===== config.mk =====
export PLATFORM = sky130hd
export DESIGN_NAME = note_lut
export DESIGN_NICKNAME = d
export VERILOG_FILES = /design/src/rtl/note_lut_pkg.sv /design/src/rtl/note_octave_split.sv /design/src/rtl/note_lut.sv
export SDC_FILE = /design/constraint.sdc
export NUM_CORES = 1
export LEC_CHECK = 0
export ABC_AREA = 0
export BUFFER_PORTS_ARGS = -buffer_cell sky130_fd_sc_hd__buf_2
export CAP_MARGIN = 20
export CORE_MARGIN = 1.5
export CORE_UTILIZATION = 50
export DETAILED_ROUTE_END_ITERATION = 12
export GPL_TIMING_DRIVEN = 0
export PLACE_DENSITY = 0.81
export SETUP_SLACK_MARGIN = 0.05
export SLEW_MARGIN = 10
export SYNTH_ARGS = -nofsm -noshare
export SYNTH_HDL_FRONTEND = slang
export SYNTH_HIERARCHICAL = 1
export SYNTH_SLANG_ARGS = --single-unit

===== constraint.sdc =====
create_clock -name bram_clk -period 0.8 [get_ports bram_clk]
set_input_delay 0.16 -clock bram_clk [delete_from_list [all_inputs] [get_ports bram_clk]]
set_output_delay 0.16 -clock bram_clk [all_outputs]
set_load 0.05 [all_outputs]

===== src/rtl/note_lut_pkg.sv =====
// Shared constants for the MIDI note -> oscillator divider lookup.
// Base dividers are round(1e6/f) for octave 5 (notes 60..71), 1 MHz reference.
package note_lut_pkg;

    localparam int          NOTE_W           = 7;
    localparam int          NOTES_PER_OCTAVE = 12;
    localparam int          BASE_OCTAVE      = 5;
    localparam logic [15:0] D_W_MAX          = 16'hFFFF;

    localparam logic [11:0] BASE_DIV [NOTES_PER_OCTAVE] = '{
        12'd3822, 12'd3608, 12'd3405, 12'd3214, 12'd3034, 12'd2863,
        12'd2703, 12'd2551, 12'd2408, 12'd2273, 12'd2145, 12'd2025
    };

    // Semitones 12..15 cannot come out of the octave split; return 0 defensively.
    function automatic logic [11:0] base_div(input logic [3:0] semi);
        logic [11:0] b;
        b = '0;
        if (semi < 4'(NOTES_PER_OCTAVE)) begin
            b = BASE_DIV[semi];
        end
        return b;
    endfunction

endpackage


===== src/rtl/note_octave_split.sv =====
// Combinational split of a note number into octave (n/12) and semitone (n mod 12).
// Zero latency; restoring subtract chain over 96/48/24/12.
module note_octave_split (
    input  logic [6:0] note,
    output logic [3:0] octave,
    output logic [3:0] semitone
);

    logic [6:0] rem;

    always_comb begin
        rem    = note;
        octave = '0;
        if (rem >= 7'd96) begin
            rem       = rem - 7'd96;
            octave[3] = 1'b1;
        end
        if (rem >= 7'd48) begin
            rem       = rem - 7'd48;
            octave[2] = 1'b1;
        end
        if (rem >= 7'd24) begin
            rem       = rem - 7'd24;
            octave[1] = 1'b1;
        end
        if (rem >= 7'd12) begin
            rem       = rem - 7'd12;
            octave[0] = 1'b1;
        end
        semitone = rem[3:0];
    end

endmodule


===== src/rtl/note_lut.sv =====
// Note-number to 16-bit oscillator divider lookup with one registered read port.
// Latency one bram_clk edge; bram_ce=0 holds the output, async reset clears it.
module note_lut #(
    parameter int ADDR_W      = 7,
    parameter int D_W         = 16,
    parameter int BASE_OCTAVE = note_lut_pkg::BASE_OCTAVE
) (
    input  logic              bram_clk,
    input  logic              bram_rst_n,
    input  logic              bram_ce,
    input  logic [ADDR_W-1:0] bram_addr,
    output logic [D_W-1:0]    bram_out
);

    import note_lut_pkg::*;

    logic [3:0]     octave;
    logic [3:0]     semitone;
    logic [11:0]    base;
    logic [21:0]    wide;
    logic [15:0]    div;
    logic [D_W-1:0] bram_out_d;
    logic [D_W-1:0] bram_out_q;

    // Only the low 7 address bits select a note; wider parent buses alias.
    note_octave_split u_split (
        .note     (bram_addr[NOTE_W-1:0]),
        .octave   (octave),
        .semitone (semitone)
    );

    always_comb begin
        base = base_div(semitone);
        wide = '0;
        if (octave < 4'(BASE_OCTAVE)) begin
            wide = {10'd0, base} << (4'(BASE_OCTAVE) - octave);
        end else begin
            wide = {10'd0, base} >> (octave - 4'(BASE_OCTAVE));
        end
        // Low octaves overflow 16 bits; clamp rather than wrap to keep the pitch monotonic.
        div = (|wide[21:16]) ? D_W_MAX : wide[15:0];
        bram_out_d = bram_ce ? D_W'(div) : bram_out_q;
    end

    always_ff @(posedge bram_clk or negedge bram_rst_n) begin
        if (!bram_rst_n) begin
            bram_out_q <= '0;
        end else begin
            bram_out_q <= bram_out_d;
        end
    end

    assign bram_out = bram_out_q;

endmodule


==> results of run 1 <==
==> where the power goes <==
part           leakage (nW)  internal (mW)  switching, mW  total (mW)
Clock                0.0288          0.439          0.307       0.745
Sequential            0.176           1.20          0.245        1.44
Combinational          1.44           3.97           5.84        9.81
Total                  1.64           5.61           6.39        12.0
==> final cells by class <==
class / instances / area [sq um] / area share [%]
well taps: 75 / 93.8 / 2.33
clock buffers: 4 / 55.1 / 1.37
multi-input cells: 352 / 2660 / 66.1
repair buffers: 57 / 526 / 13.1
inverters: 12 / 45.0 / 1.12
flip-flops and latches: 16 / 417 / 10.4
plain buffers: 35 / 228 / 5.66
==> layer usage <==
| layer | share of wire (%) | wire [microns] | vias up |
|---|---|---|---|
| li1 | - | - | 1683 |
| met1 | 39 | 4340 | 1745 |
| met2 | 46 | 5100 | 268 |
| met3 | 8.6 | 952 | 66 |
| met4 | 5.6 | 611 | 0 |
| met5 | 0 | 0 | - |
==> cell families after synthesis <==
group / synth area share (%)
XOR/XNOR: 2.60
AND/OR/NAND/NOR: 25.7
adder cells (fa/ha/maj): 6.61
buffers and inverters: 7.76
flip-flops: 13.2
multiplexers: 7.72
AO/OA/AOI/OAI: 36.4
==> worst register-to-register path, delay by kind of cell (launching register included) <==
family / cells / cell delay [ns]
flip-flops: 1 / 0.41
AO/OA/AOI/OAI: 2 / 0.28
buffers and inverters: 1 / 0.14
==> timing repair <==
action | CTS | global route
hold buffers | 1 | 0
pin swaps | 15 | 12
buffers inserted | 20 | 10
endpoints found under the hold margin | 16 | 0
setup endpoints to repair | 32 | 32
gates resized for setup | 65 | 42
cloned | 2 | 0
==> how the worst max path moves through the flow <==
stage	slack (ns)	endpoint	start	depth (start not counted)
2_1_floorplan	-4.07	bram_out[14]	bram_addr[5]	23
3_3_place_gp	-4.86	bram_out[1]	bram_addr[6]	25
3_5_place_dp	-4.95	bram_out[1]	bram_addr[6]	25
4_1_cts	-4.14	bram_out[10]	bram_addr[6]	25
5_1_grt	-4.27	bram_out[1]	bram_addr[1]	24
6_report	-4.11	bram_out[10]	bram_addr[5]	23
==> synth_stat cells (3+ instances only) <==
cell and instances:
o32a_1 5, ha_1 16, a211oi_1 7, o21ai_0 18, o221ai_1 3, nand2_1 26, a21o_1 6, o22ai_1 7
mux2i_1 11, buf_2 13, mux4_2 3, nor3b_1 3, o21a_1 9, buf_4 6, dfrtp_1 16, nand2b_1 13
nor2_1 46, and2_1 5, nor2b_1 11, xnor2_1 6, clkbuf_1 14, xor2_1 3, and3_1 3, mux2_2 5
nand3_1 13, a31oi_1 15, a221oi_1 3, inv_1 11, nor3_1 12, a21oi_1 35, a22oi_1 4, o221a_1 3
o21ai_1 3, o211ai_1 8
==> per-stage QoR <==
stage	area, sq um	cells	util, %	setup slack, ns	hold WS, ns
floorplan	3160	416	-	-4.07	-0.136
global placement	3370	515	57.3	-4.86	0.0778
detailed placement	3370	515	57.3	-4.95	0.0924
CTS	3820	541	64.9	-4.14	0.330
global route	4030	551	68.4	-4.27	0.397
finish	4030	551	68.4	-4.11	0.342
==> flow_summary_export.csv, run 1 <==
group,metric,value,unit
run_status,status,"finished with violations",
run_status,violations,"setup timing",
timing,fin_crit,4.91,ns
clocking,cts_max_level,1,
floorplan,fp.coreArea,5890,sq um
min_path,hp-class,"in2async",
grt,grtUsageTotal,33.1,%
synthesis,synth_area,3030,sq um
clocking,cts_root_buffer,"clkbuf_8",
synthesis,synth_largest_area_cell,"dfrtp_1",
grt,grt.busiest_layer,"met2",
grt,grt_use_met1,42.6,%
synthesis,synth_seq_area_share,13.2,%
final_layout,nets,503,
floorplan,io_pins,26,
floorplan,die-area,6540,sq um
floorplan,die_w,80.9,microns
power,leakagePower,1.64,nW
critical_path,timing.critical_path.mode_cell,"buf_6",
timing,slew_headroom,58.1,%
routing,firstDrtPassIters,5,
final_layout,final_cell_mix,"nor2_1 (45), buf_4 (32), a21oi_1 (28), buf_6 (27), nand2_1 (25)",
routing,wl,11000,microns
floorplan,rows,28,
final_layout,largest_register_ffs,16,
critical_path,cp-start-kind,"input pin",
critical_path,slowest_stage,"mux2i_4",
place,place_congestion,1.00,
synthesis,synth_top_cell_area_share,13.2,%
grt,use_met2,54.0,%
critical_path,arrival,5.03,ns
clocking,clk_pin_slew,0.07,ns
clocking,clock_latency,0.26,ns
synthesis,synthFlopType,"dfrtp_1",
final_layout,n_antenna_cell,0,
timing,slew_violations,0,
routing,drc,0,
final_layout,nFillCells,459,
clocking,numCtsBuffers,3,
grt,grt_max_degree,17,
routing,via_per_inst,6.83,
synthesis,synthCells,416,
flow_run,cap_violations,0,
timing,hold_viol,0,
power,p_per_area,2980,nW/um^2
grt,met3_usage,4.72,%
power,total_power,12.0,mW
grt,grt_antenna_before_repair,0,
floorplan,initial_core_util,51.5,%
final_layout,final_common_cell,"nor2_1",
critical_path,cpPeakStageDelay,0.43,ns
critical_path,crit_type,"in2reg",
routing,ant_nets,0,
timing,rsz0062_at_grt,"yes",
floorplan,die_h,80.9,microns
critical_path,timing.reg2reg.setup_slack,-0.15,ns
place,dp_hpwl,7280,microns
synthesis,synth.net_count,442,
synthesis,ys_ff_latch,16,
clocking,clockBufferDepth,2,
timing,fin_crit_sh,613,%
synthesis,ys_top_cells_by_area,"dfrtp_1 (13%), ha_1 (6.6%), a21oi_1 (5.8%)",
critical_path,critical_path.top_delay_family,"compound AO/OA/AOI/OAI gates",
synthesis,ys.warnings.count,6,
power,peakVddDrop,2.25,mV
timing,skew,0,ns
timing,setup_viol,32,
routing,drt_iter0_drc,361,
timing,setup_tns,-67.95,ns
critical_path,path_buf_inv,4,
timing,tightest_slew,0.629,ns
critical_path,path_cells,"buf_6 -> buf_6 -> nor2b_4 -> a31oi_4 -> xnor2_1 -> ha_2 -> o311a_1 -> nor4_4 -> xnor2_2 -> ha_2 -> nor3b_4 -> nor3_2 -> a22oi_2 -> mux2i_4 -> buf_6 -> nand2_2 -> a32o_2 -> or2_4 -> o21a_1 -> a2111o_1 -> o21ai_4 -> buf_6 -> a31oi_2",
timing,max_clock_freq,204,MHz
critical_path,endpoint_kind,"register",
final_layout,drive_gt1_share,34.9,%
synthesis,ys_types,77,
synthesis,avgSynthCellArea,7.28,sq um
final_layout,syn2layout_area_growth,32.8,%
routing,routedWlPerCell,20.0,microns
routing,routed-via-count,3762,
critical_path,r2r-start,"bram_out[3]",
clocking,cts_sinks,16,
grt,grt_pass1_vias,3462,
grt,grt_pass1_wl,17100,microns
timing,final.setup.worst_slack,-4.11,ns
critical_path,reg2reg_depth,3,
critical_path,r2r-end,"bram_out[3]",
grt,grt.overflow.total,0,
synthesis,synth_edf_count,0,
place,port-buffer-count,24,
clocking,cts_tree,"built",
synthesis,postSynth.asyncResetShare,100,%
critical_path,cp_max_fo,8,
critical_path,cp_data_required_time,0.93,ns
No activity file was read; power rests on OpenSTA's default activity.
==> inputs of run 2 (changes only) <==
HOLD_SLACK_MARGIN = 0.03   (was unset)
SYNTH_HIERARCHICAL = unset   (was 1)
==> run 2 against run 1 <==
Net effect:
- the run still ends with setup timing left
- hold slack lost 0.015 ns
- clock skew is the same
- maximum frequency shrank 6.5%
- first-iteration DRC count grew 37%
- worst setup slack lost 0.34 ns
- core utilization grew 7.2 points
- sequential share of layout area shrank 1.2 points
- synthesized cell count grew 6.7%
- register-to-register slack lost 0.12 ns
- final cell count grew 7.4%
- die area grew 4.8%
- critical path type unchanged
- largest cell class unchanged
==> flow_summary_export.csv, run 2 <==
group,metric,value,unit
flow_run,cap_violations,0,
synthesis,synth.net_count,469,
power,power_frac_seq,11.5,%
final_layout,final_cell_mix,"nand2_1 (54), buf_4 (39), nor2_1 (35), o21ai_0 (27), buf_6 (21)",
place,place_congestion,1.04,
place,dp_cells,544,
power,leakagePower,1.76,nW
timing,setup_viol,32,
power,power_frac_clock,6.1,%
synthesis,yosysMostFrequentCell,"nand2_1",
timing,max_clock_freq,191,MHz
synthesis,ys_top_cells_by_area,"dfrtp_1 (13%), nand2_1 (7.0%), ha_1 (5.9%)",
grt,grt_pass1_wl,19300,microns
clocking,cts_tree,"built",
final_layout,n_antenna_cell,0,
final_layout,final_util,75.6,%
routing,routed-via-count,4225,
final_layout,final_common_cell,"nand2_1",
critical_path,cpPeakStageDelay,0.70,ns
clocking,cts_sinks,16,
timing,rsz0062_at_grt,"yes",
timing,skew,0,ns
run_status,violations,"setup timing",
floorplan,die_w,82.8,microns
synthesis,ys_ff_latch,16,
routing,via_per_inst,7.14,
routing,firstDrtPassIters,6,
synthesis,ys.warnings.count,0,
final_layout,largest_register_ffs,16,
place,dp_hpwl,8850,microns
grt,grt.overflow.total,0,
timing,slew_headroom,29.2,%
place,preCtsSetupSlack,-5.35,ns
clocking,numCtsBuffers,3,
routing,wl,12900,microns
power,swShare,54.3,%
grt,grt_pass1_vias,3758,
synthesis,synth_top_cell_area_share,12.6,%
critical_path,crit_type,"in2reg",
floorplan,rows,28,
synthesis,synth_area,3180,sq um
grt,grt_antenna_before_repair,0,
final_layout,syn2layout_area_growth,43.2,%
routing,drc,0,
power,peakVddDrop,2.56,mV
clocking,cts_root_buffer,"clkbuf_8",
timing,slew_violations,0,
clocking,cts_max_level,1,
critical_path,timing.critical_path.mode_cell,"nand2_4",
critical_path,slowest_stage,"or4b_2",
clocking,clk_pin_slew,0.06,ns
power,p_per_area,2610,nW/um^2
run_status,status,"finished with violations",
synthesis,synth_largest_area_cell,"dfrtp_1",
floorplan,die_h,82.8,microns
synthesis,synth_seq_area_share,12.6,%
routing,ant_nets,0,
final_layout,drive_gt1_share,40.2,%
power,p_comb_share,82.4,%
routing,routedWlPerCell,21.9,microns
critical_path,cp-start-kind,"input pin",
power,switching_power,6.46,mW
synthesis,ys_types,78,
synthesis,postSynth.asyncResetShare,100,%
critical_path,endpoint_kind,"register",
min_path,hp-class,"in2reg",
final_layout,fin_cells,592,
timing,fin_crit,5.25,ns
synthesis,synthFlopType,"dfrtp_1",
synthesis,synthCells,444,
floorplan,initial_core_util,52.8,%
timing,tightest_slew,1.06,ns
synthesis,synth_common_cells,"nand2_1 (59), nor2_1 (40), o21ai_0 (35), a21oi_1 (30), clkbuf_1 (21)",
clocking,clockBufferDepth,2,
critical_path,cp_max_fo,5,
grt,grtUsageTotal,37.0,%
critical_path,cp_data_required_time,0.90,ns
timing,fin_crit_sh,656,%
clocking,clock_latency,0.25,ns
place,port-buffer-count,25,
floorplan,io_pins,26,
synthesis,avgSynthCellArea,7.17,sq um
floorplan,fp.coreArea,6030,sq um
routing,drt_iter0_drc,496,
critical_path,arrival,5.35,ns
floorplan,die-area,6850,sq um
synthesis,synth_edf_count,0,
timing,final.setup.worst_slack,-4.45,ns
power,p_int,5.43,mW
final_layout,nets,543,
timing,hold_viol,0,
timing,setup_tns,-73.37,ns
grt,grt_max_degree,17,
==> run 2: cell types whose count changed in the layout (fill, tap and decap cells not counted), moves of 8 or more <==
cell	change
nor2_1	-10
o21a_1	-8
o21ai_0	+12
o21ai_1	+8
nand2_1	+29
a21oi_1	-9
nor2b_1	-10
==> run 2: per-stage QoR <==
step	power [mW]	instance area [sq um]	hold slack (ns)
after detailed placement	8.39	3550	0.0843
final	11.9	4560	0.326
after floorplan	6.74	3330	-0.136
after global placement	8.35	3550	0.0802
after CTS	10.4	4150	0.302
after global routing	12.5	4560	0.348
==> run 2: logic make-up after synthesis <==
| family | Yosys count | share of synthesized area (%) |
|---|---|---|
| simple gates | 157 | 23.7 |
| buf+inv | 47 | 6.53 |
| mux | 21 | 8.29 |
| xor+xnor | 6 | 1.65 |
| fa+ha+maj | 15 | 5.90 |
| compound gates | 182 | 41.4 |
| flops | 16 | 12.6 |
==> run 2: worst max-delay path: cells and delay by family <==
kind	cells	cell delay [ns]
AND/OR/NAND/NOR	5	1.56
AO/OA/AOI/OAI	11	2.03
adder cells (fa/ha/maj)	2	0.34
multiplexers	1	0.34
buffers and inverters	7	0.90
==> run 2: metal layers <==
| layer | track usage (%) | vias to the layer above | routed length, microns |
|---|---|---|---|
| met1 | 46.8 | 1928 | 5050 |
| met4 | 22.2 | 0 | 829 |
| li1 | - | 1871 | - |
| met3 | 5.36 | 88 | 1220 |
| met2 | 59.3 | 338 | 5850 |
| met5 | 0 | - | 0 |
==> run 2: worst paths after layout <==
kind	from	to	slack [ns]	cells past startpoint
setup / recovery	bram_addr[2]	bram_out[12]	-4.45	26
hold / removal	bram_ce	bram_out[14]	0.33	3
setup reg to reg	bram_out[0]	bram_out[0]	-0.27	4
hold reg to reg	bram_out[11]	bram_out[11]	0.52	2
max in group asynchronous	bram_rst_n	bram_out[3]	0.18	2
min in group asynchronous	bram_rst_n	bram_out[5]	0.34	2
==> run 2: power by group through the flow <==
stage | clock (mW) | sequential, mW | combinational [mW]
2_1_floorplan | 0 | 2.33 | 4.41
3_3_place_gp | 0 | 1.28 | 7.07
3_5_place_dp | 0 | 1.29 | 7.10
4_1_cts | 0.722 | 1.36 | 8.34
5_1_grt | 0.752 | 1.41 | 10.3
6_report | 0.723 | 1.37 | 9.80
==> run 2: cell type report <==
cell class                 count  area, sq um
clock buffer                   4         55.1
sequential                    16          419
multi-input combinational    382         3090
inverter                      19         93.8
fill                         435         1470
buffer                        25          176
tap                           75         93.8
timing repair buffer          71          629
==> run 2: timing repair <==
action                     4_1_cts  5_1_grt
pin swaps                       28       24
gates resized for setup         85       59
gates cloned                     1        1
setup buffers                   24       20
hold buffers                     1        0
hold endpoints to repair        16        0
setup endpoints to repair       32       32
